<file path="src/rtl/non_restoring_divisor_pkg.sv">
// Shared types for the non-restoring divider.
// Optional feature macro: NON_RESTORING_DIVISOR_ZERO_BYPASS_EN.
package non_restoring_divisor_pkg;

    localparam int NRD_WIDTH = 64;

    typedef enum logic [1:0] {
        IDLE,
        RUN,
        FIX,
        DONE
    } nrd_state_t;

endpackage

</file>
<file path="src/rtl/nrd_addsub.sv">
// WIDTH+1-bit add/subtract of the divisor against the partial remainder.
// Optional feature macro: NON_RESTORING_DIVISOR_ZERO_BYPASS_EN (not used here).
module nrd_addsub #(
    parameter int WIDTH = 64
) (
    input  logic [WIDTH:0]   a,
    input  logic [WIDTH-1:0] b,
    input  logic             sub,
    output logic [WIDTH:0]   y
);

    logic [WIDTH:0] bx;

    assign bx = {1'b0, b};
    assign y  = sub ? (a - bx) : (a + bx);

endmodule

</file>
<file path="src/rtl/non_restoring_divisor.sv">
// Radix-2 non-restoring unsigned divider, one quotient bit per clock.
// Optional feature macro: NON_RESTORING_DIVISOR_ZERO_BYPASS_EN (divide-by-zero shortcut).
module non_restoring_divisor
    import non_restoring_divisor_pkg::*;
#(
    parameter int WIDTH = NRD_WIDTH
) (
    input  logic             clk,
    input  logic             rst,
    input  logic             start,
    input  logic [WIDTH-1:0] dividend,
    input  logic [WIDTH-1:0] divisor,
    output logic [WIDTH-1:0] quotient,
    output logic [WIDTH-1:0] remainder,
    output logic             done
);

    localparam int CW = $clog2(WIDTH + 1);
    localparam logic [CW-1:0] LAST = CW'(WIDTH - 1);

    nrd_state_t       state;
    nrd_state_t       state_nx;
    logic             start_q;
    logic             launch;
    logic             byp;
    logic [WIDTH:0]   p;
    logic [WIDTH-1:0] q;
    logic [WIDTH-1:0] d;
    logic [CW-1:0]    cnt;
    logic [WIDTH:0]   p_sh;
    logic [WIDTH:0]   as_a;
    logic [WIDTH:0]   as_y;
    logic             as_sub;
    logic [WIDTH-1:0] rem_fix;

    assign launch = start & ~start_q &
                    ((state == IDLE) | (state == DONE));

`ifdef NON_RESTORING_DIVISOR_ZERO_BYPASS_EN
    assign byp = launch & (divisor == '0);
`else
    assign byp = 1'b0;
`endif

    // Same adder does the RUN step and the final sign correction
    assign p_sh    = {p[WIDTH-1:0], q[WIDTH-1]};
    assign as_a    = (state == FIX) ? p : p_sh;
    assign as_sub  = (state == RUN) & ~p[WIDTH];
    assign rem_fix = p[WIDTH] ? as_y[WIDTH-1:0] : p[WIDTH-1:0];

    nrd_addsub #(.WIDTH(WIDTH)) u_addsub (
        .a   (as_a),
        .b   (d),
        .sub (as_sub),
        .y   (as_y)
    );

    always_ff @(posedge clk) begin
        if (rst) state <= IDLE;
        else     state <= state_nx;
    end

    always_comb begin
        state_nx = state;
        unique case (state)
            IDLE: if (launch) state_nx = byp ? DONE : RUN;
            RUN:  if (cnt == LAST) state_nx = FIX;
            FIX:  state_nx = DONE;
            DONE: if (launch) state_nx = byp ? DONE : RUN;
            default: state_nx = IDLE;
        endcase
    end

    always_ff @(posedge clk) begin
        if (rst) begin
            start_q   <= 1'b0;
            p         <= '0;
            q         <= '0;
            d         <= '0;
            cnt       <= '0;
            quotient  <= '0;
            remainder <= '0;
            done      <= 1'b0;
        end else begin
            start_q <= start;
            if (launch) begin
                d    <= divisor;
                p    <= '0;
                q    <= dividend;
                cnt  <= '0;
                done <= 1'b0;
                if (byp) begin
                    quotient  <= '1;
                    remainder <= dividend;
                end
            end else begin
                unique case (state)
                    RUN: begin
                        p   <= as_y;
                        q   <= {q[WIDTH-2:0], ~as_y[WIDTH]};
                        cnt <= cnt + 1'b1;
                    end
                    FIX: begin
                        quotient  <= q;
                        remainder <= rem_fix;
                    end
                    DONE:    done <= 1'b1;
                    default: ;
                endcase
            end
        end
    end

endmodule

</file>
<file path="config.mk">
export PLATFORM = sky130hd
export DESIGN_NAME = non_restoring_divisor
export DESIGN_NICKNAME = d
export VERILOG_FILES = /design/src/rtl/non_restoring_divisor_pkg.sv /design/src/rtl/nrd_addsub.sv /design/src/rtl/non_restoring_divisor.sv
export SDC_FILE = /design/constraint.sdc
export NUM_CORES = 1
export LEC_CHECK = 0
export CAP_MARGIN = 20
export CORE_ASPECT_RATIO = 1.25
export CORE_MARGIN = 4
export CORE_UTILIZATION = 60
export CTS_BUF_LIST = sky130_fd_sc_hd__clkbuf_4
export CTS_CLUSTER_DIAMETER = 150
export DETAILED_ROUTE_END_ITERATION = 7
export PLACE_DENSITY_LB_ADDON = 0.3
export SYNTH_ARGS = -nofsm -noshare
export SYNTH_HDL_FRONTEND = slang
export SYNTH_SLANG_ARGS = --single-unit
</file>
<file path="constraint.sdc">
create_clock -name clk -period 8.1 [get_ports clk]
set_input_delay 2.43 -clock clk [delete_from_list [all_inputs] [get_ports clk]]
set_output_delay 2.43 -clock clk [all_outputs]
set_load 0.05 [all_outputs]
</file>
**Yosys cells after proc, flatten, opt, wreduce, memory -nomap -nowiden**

Cells that the tools add are included.

- Output and inout bits: 129
- Word-level logic and storage cells: 40
- Input bits: 131
- Register bits after elaboration: 332

- Muxes and demuxes: 8
- Reduce and logical (&&, ||, !) cells: 6
- Eq/ne operators: 6
- Add/sub/neg operators: 3
- Bitwise gates (word level): 8

Operators by type and width:

| kind | count |
|---|---|
| $mux 64 | 3 |
| $mux 65 | 2 |
| $add 65x64->65 | 1 |
| $sub 65x64->65 | 1 |
| $add 7x1->7 const B | 1 |
| $eq 7x6->1 const B | 1 |
| $pmux 2 s3 | 1 |
| $eq 2x2->1 const B | 2 |
| $mux 2 | 2 |
| $ne 2x1->1 const B | 2 |
| $not 1->1 | 4 |
| $reduce_and 2->1 | 2 |
| $reduce_or 2->1 | 2 |
| $and 1x1->1 | 3 |
| $eq 2x1->1 const B | 1 |
| $logic_not 2->1 | 1 |
| $reduce_bool 2->1 | 1 |
| $or 1x1->1 | 1 |

**Depth between registers and ports, before layout**

- Depth in word-level cells: 7
- Gate-level depth with buffers: 21
- Depth with buffers taken out: 19

**Cells and area by module**

A second synthesis with hierarchy kept.

- Cells, all modules: 2192
- Area, all modules: 18958.2 µm²

By module, submodules not included:

| module | seq. area each (µm²) | instances | area an instance (µm²) | cells each |
|---|---|---|---|---|
| non_restoring_divisor | 6646.4 | 1 | 13711.9 | 1395 |
| nrd_addsub | 0.0 | 1 | 5246.3 | 797 |

**Worst setup path before layout**

OpenSTA, ideal clock, no wires.

- Path type: flip-flop to flip-flop
- Start: register d[17]
- End: register remainder[61]
- Path slack: 3589 ps
- Required time: 7984 ps
- Library setup time: 116 ps
- Cell stages (with the launch flop): 20
- Path buffers: 1
- Period minus slack after synthesis: 4511 ps
- Data arrival time: 4394 ps
- Cells stage by stage: dfxtp_1 > or4_4 > or4_4 > nor3b_4 > nand3_2 > or3_1 > o31ai_1 > xor2_1 > ha_1 > clkbuf_1 > a21oi_1 > o21bai_1 > a21oi_1 > o21ai_0 > nor4_1 > nor2_1 > a211oi_1 > xor2_1 > o211ai_1 > o211a_1

- Cells in the longest elaborated chain, start to end: 3
- Elaborated cells between the ends (all ways): 4
- Those cells by class: 2 x add/sub; 2 x mux

Ends and longest elaborated chain:

| item | RTL line | RTL |
|---|---|---|
| from (decl) | non_restoring_divisor.sv:28 | `logic [WIDTH-1:0] d;` |
| from (signal assigned) | non_restoring_divisor.sv:87 | `d <= divisor;` |
| $add 65x64->65 or $sub 65x64->65 (tied branches) | nrd_addsub.sv:15 | `assign y = sub ? (a - bx) : (a + bx);` |
| $mux 65 * | nrd_addsub.sv:15 |  |
| $mux 64 * | non_restoring_divisor.sv:49 | `assign rem_fix = p[WIDTH] ? as_y[WIDTH-1:0] : p[WIDTH-1:0];` |
| to (signal assigned) | non_restoring_divisor.sv:94 | `remainder <= dividend;` |
| to (signal assigned) | non_restoring_divisor.sv:105 | `remainder <= rem_fix;` |
| to (decl) | non_restoring_divisor.sv:14 | `output logic [WIDTH-1:0] remainder,` |

Mark *: on every way between the ends. The rest lies on a longest branch, timed or not.
A chain may end at the register's enable or synchronous reset.

**Worst setup path in the final report**

- Start: register p[64]
- End: register p[39]

- Cells in the longest elaborated chain, start to end: 3

Ends and longest elaborated chain:

| item | RTL line | RTL |
|---|---|---|
| from (decl) | non_restoring_divisor.sv:26 | `logic [WIDTH:0] p;` |
| from (signal assigned) | non_restoring_divisor.sv:99 | `p <= as_y;` |
| $not 1->1 | non_restoring_divisor.sv:48 | `assign as_sub = (state == RUN) & ~p[WIDTH];` |
| $and 1x1->1 | non_restoring_divisor.sv:48 |  |
| $mux 65 | nrd_addsub.sv:15 |  |

No other way between the ends.

==> impl_metrics.yaml <==
setup_path:
  critPathBufInv: 3
  crit_arrival_ns: 6.20
  worstSetupPathType: "flip-flop to flip-flop"
  cpLargestDelayFamily: "compound AO/OA/AOI/OAI gates"
  r2r_setup_slack_ns: 2.51
  worstPathRequired_ns: 8.71
  r2r-end: "p[39]"
  crit_top_cell: "a21oi_1"
  worstPathCellList: "buf_4 -> inv_1 -> nand2_1 -> buf_4 -> o31ai_1 -> xor2_1 -> ha_1 -> a21o_1 -> a21oi_1 -> a211oi_1 -> o21ai_0 -> a21oi_1 -> nor3_1 -> o21bai_1 -> a21oi_1 -> nor4_1 -> a311o_1"
  reg2reg_from: "p[64]"
  end_kind: "flip-flop"
  cpPeakStageDelay_ns: 0.62
  reg2reg_depth: 17
  critPathLaunch: "p[64]"
  slowest_stage: "nor3_1"
  start_kind: "flip-flop"
  cp_max_fo: 31
job:
  maxCapViolCount: 0
synth:
  synth_flop_cell: "dfxtp_1"
  synth_largest_area_cell: "dfxtp_1"
  ys_top_cells_by_count: "332 x dfxtp_1, 329 x nor2_1, 237 x nand2_1"
  netlist-cell-type-count: 65
  yosys.cell_count.top_type: "dfxtp_1"
  syn-cell-area_um2: 18700
  syn_area_per_cell_um2: 8.32
  async_reset_ff_share_pct: 0
  synth_warnings: 0
  ys_ff_latch: 332
  synth_nets: 2450
  ys_top_cells_by_area: "dfxtp_1 36%, mux2i_1 12%, nor2_1 6.6%"
  synth_seq_area_share_pct: 35.5
  synth_edf_count: 0
  syn_inst: 2248
  synth_top_area_share_pct: 35.5
clocking:
  cts.clk_slew.worst_paths_ns: 0.07
  cts_tree: "yes"
  h-tree-depth: 3
  cts_resized: 0
  postCtsHoldBufs: 0
  root_buffer: "clkbuf_4"
  worst_skew_pair.late_latency_ns: 0.74
  cts_sinks: 332
  cts_inserted_buffers: 82
  cts_setup_buffers: 0
  clk_path_buf_depth: 3
global_routing:
  grt_pass1_vias: 17499
  antenna_found_initial: 6
  grt_use_total_pct: 32.5
  grt_overflow: 0
  grt_pass1_wl_mm: 91.1
  grt_start_max_net_pins: 111
route:
  drt_iter0_markers: 1278
  wl_per_cell_um: 19.6
  drtPass1Iterations: 7
  drc: 0
  routed_wirelength_mm: 57.6
  vias_per_cell: 5.99
  postRouteAntennaNets: 0
  vias: 17551
floorplanning:
  floorplan.initialDensity_pct: 60.5
  fp.dieW_um: 166
  core-area_um2: 30900
  std_cell_rows: 72
  ios: 260
  die_h_um: 205
  dieArea_um2: 34100
sta:
  min_period_ns: 5.59
  rsz0062_at_grt: "false"
  finalSetupTns_ns: 0
  max_freq_ghz: 0.179
  timing.final.hold_violations: 0
  maxSlewHeadroom_pct: 25.9
  clock_skew_ns: 0.0396
  maxSlewViolCount: 0
  tightest_slew_ns: 1.11
  fin_crit_sh_pct: 69.1
  setup_viol: 0
layout:
  syn_to_final_growth_pct: 20.2
  layout-drive-gt1-share_pct: 9.20
  fill_cells: 2437
  fin_nets: 2665
power_and_ir_drop:
  leakage_nw: 8.54
  design_power_total_mw: 9.51
  vdd_drop_max_mv: 0.231
  power_density_nw_per_um2: 423
worst_hold_path:
  hold_start: "d[26]"
  min_to: "d[26]"
  hold-path-cell-count: 2
  hold_path_class: "flip-flop to flip-flop"
placed_design:
  place.detailed.hpwl_mm: 41.9
  io_buffers: 259
  routabilityCongestion: 1.04
outcome:
  status: "finished, final reports clean"
-- final cells by class --
| class | count | area, µm² | area share [%] |
|---|---|---|---|
| clock buffers | 120 | 901 | 4.00 |
| repair buffers | 277 | 2740 | 12.2 |
| well taps | 407 | 509 | 2.26 |
| multi-input cells | 1734 | 11400 | 50.7 |
| flip-flops and latches | 332 | 6650 | 29.6 |
| clock inverters | 22 | 143 | 0.634 |
| diodes | 3 | 7.51 | 0.0334 |
| inverters | 36 | 135 | 0.601 |
-- tightest hold or removal path, cell delays in order, from the launching register on --
cell	delay, ns
dfxtp_1	0.32
nand2_1	0.06
a21oi_1	0.05
-- sequential cells by signal (all words and copies together) (netlist names) --
signal,count
p,65
d,64
q,64
quotient,64
remainder,64
cnt,7
state,2
done,1
start_q,1
-- metal layers --
| layer | vias to the layer above | track usage (%) | part of all wire (%) |
|---|---|---|---|
| li1 | 8476 | - | - |
| met1 | 8270 | 38.2 | 40 |
| met2 | 664 | 56.3 | 48 |
| met3 | 135 | 8.92 | 8.2 |
| met4 | 6 | 13.1 | 3.7 |
| met5 | - | 0 | 0.082 |
-- placed cells by master, fill, tap and decap left out, types with 4 or more instances in the layout --
cell type,synthesis,routed
a211oi_1,117,117
a21o_1,30,30
a21oi_1,185,185
a31o_2,5,5
a31oi_1,24,24
a41oi_1,4,4
and2_1,8,8
and3_1,12,12
buf_4,1,17
clkbuf_4,0,120
clkdlybuf4s50_1,0,258
clkinv_1,1,15
dfxtp_1,332,331
ha_1,70,68
inv_1,35,35
mux2_2,64,64
mux2i_1,215,215
nand2_1,237,236
nand2b_1,8,8
nand3_1,19,19
nand4_1,23,23
nor2_1,329,328
nor3_1,32,32
nor4_1,12,12
o211ai_1,8,8
o21a_1,8,8
o21ai_0,76,76
o21bai_1,16,16
o221ai_1,8,8
o22ai_1,9,9
o31ai_1,17,17
or3_1,12,12
or4_1,6,6
xnor2_1,73,73
xor2_1,54,54
-- how the worst max path moves through the flow --
stage | end | cells after the start
4_1_cts | remainder[39] | 16
2_1_floorplan | remainder[61] | 19
3_3_place_gp | remainder[39] | 16
6_report | p[39] | 17
5_1_grt | remainder[61] | 16
3_5_place_dp | remainder[61] | 16
-- report_power, final --
part	internal (mW)	switching (mW)
sequential	2.03	0.353
clock	0.741	0.683
combinational	2.13	3.58
-- cell families (layout without fill, tap and decap cells) --
| family | count (synthesis) | in the layout | synth area share (%) |
|---|---|---|---|
| other | 0 | 3 | 0 |
| muxes | 280 | 280 | 15.4 |
| adders and majority gates | 71 | 71 | 4.79 |
| AOI/OAI and AO/OA | 538 | 538 | 18.3 |
| xor gates and xnor gates | 127 | 127 | 5.95 |
| DFF | 332 | 332 | 35.5 |
| buffers and inverters | 182 | 455 | 3.67 |
| and+or+nand+nor | 718 | 718 | 16.4 |
-- through the flow --
stage	util [%]	worst slack [ns]	hold WS [ns]	cell area, µm²	std cells
after floorplan	-	3.59	0.455	18700	2248
after global placement	69.4	2.79	0.464	21400	2786
after global routing	72.8	2.24	0.497	22500	2931
after CTS	72.8	2.71	0.482	22500	2928
after detailed placement	69.4	2.72	0.473	21400	2786
final	72.8	2.51	0.478	22500	2931
No activity file was read; power rests on OpenSTA's default activity.
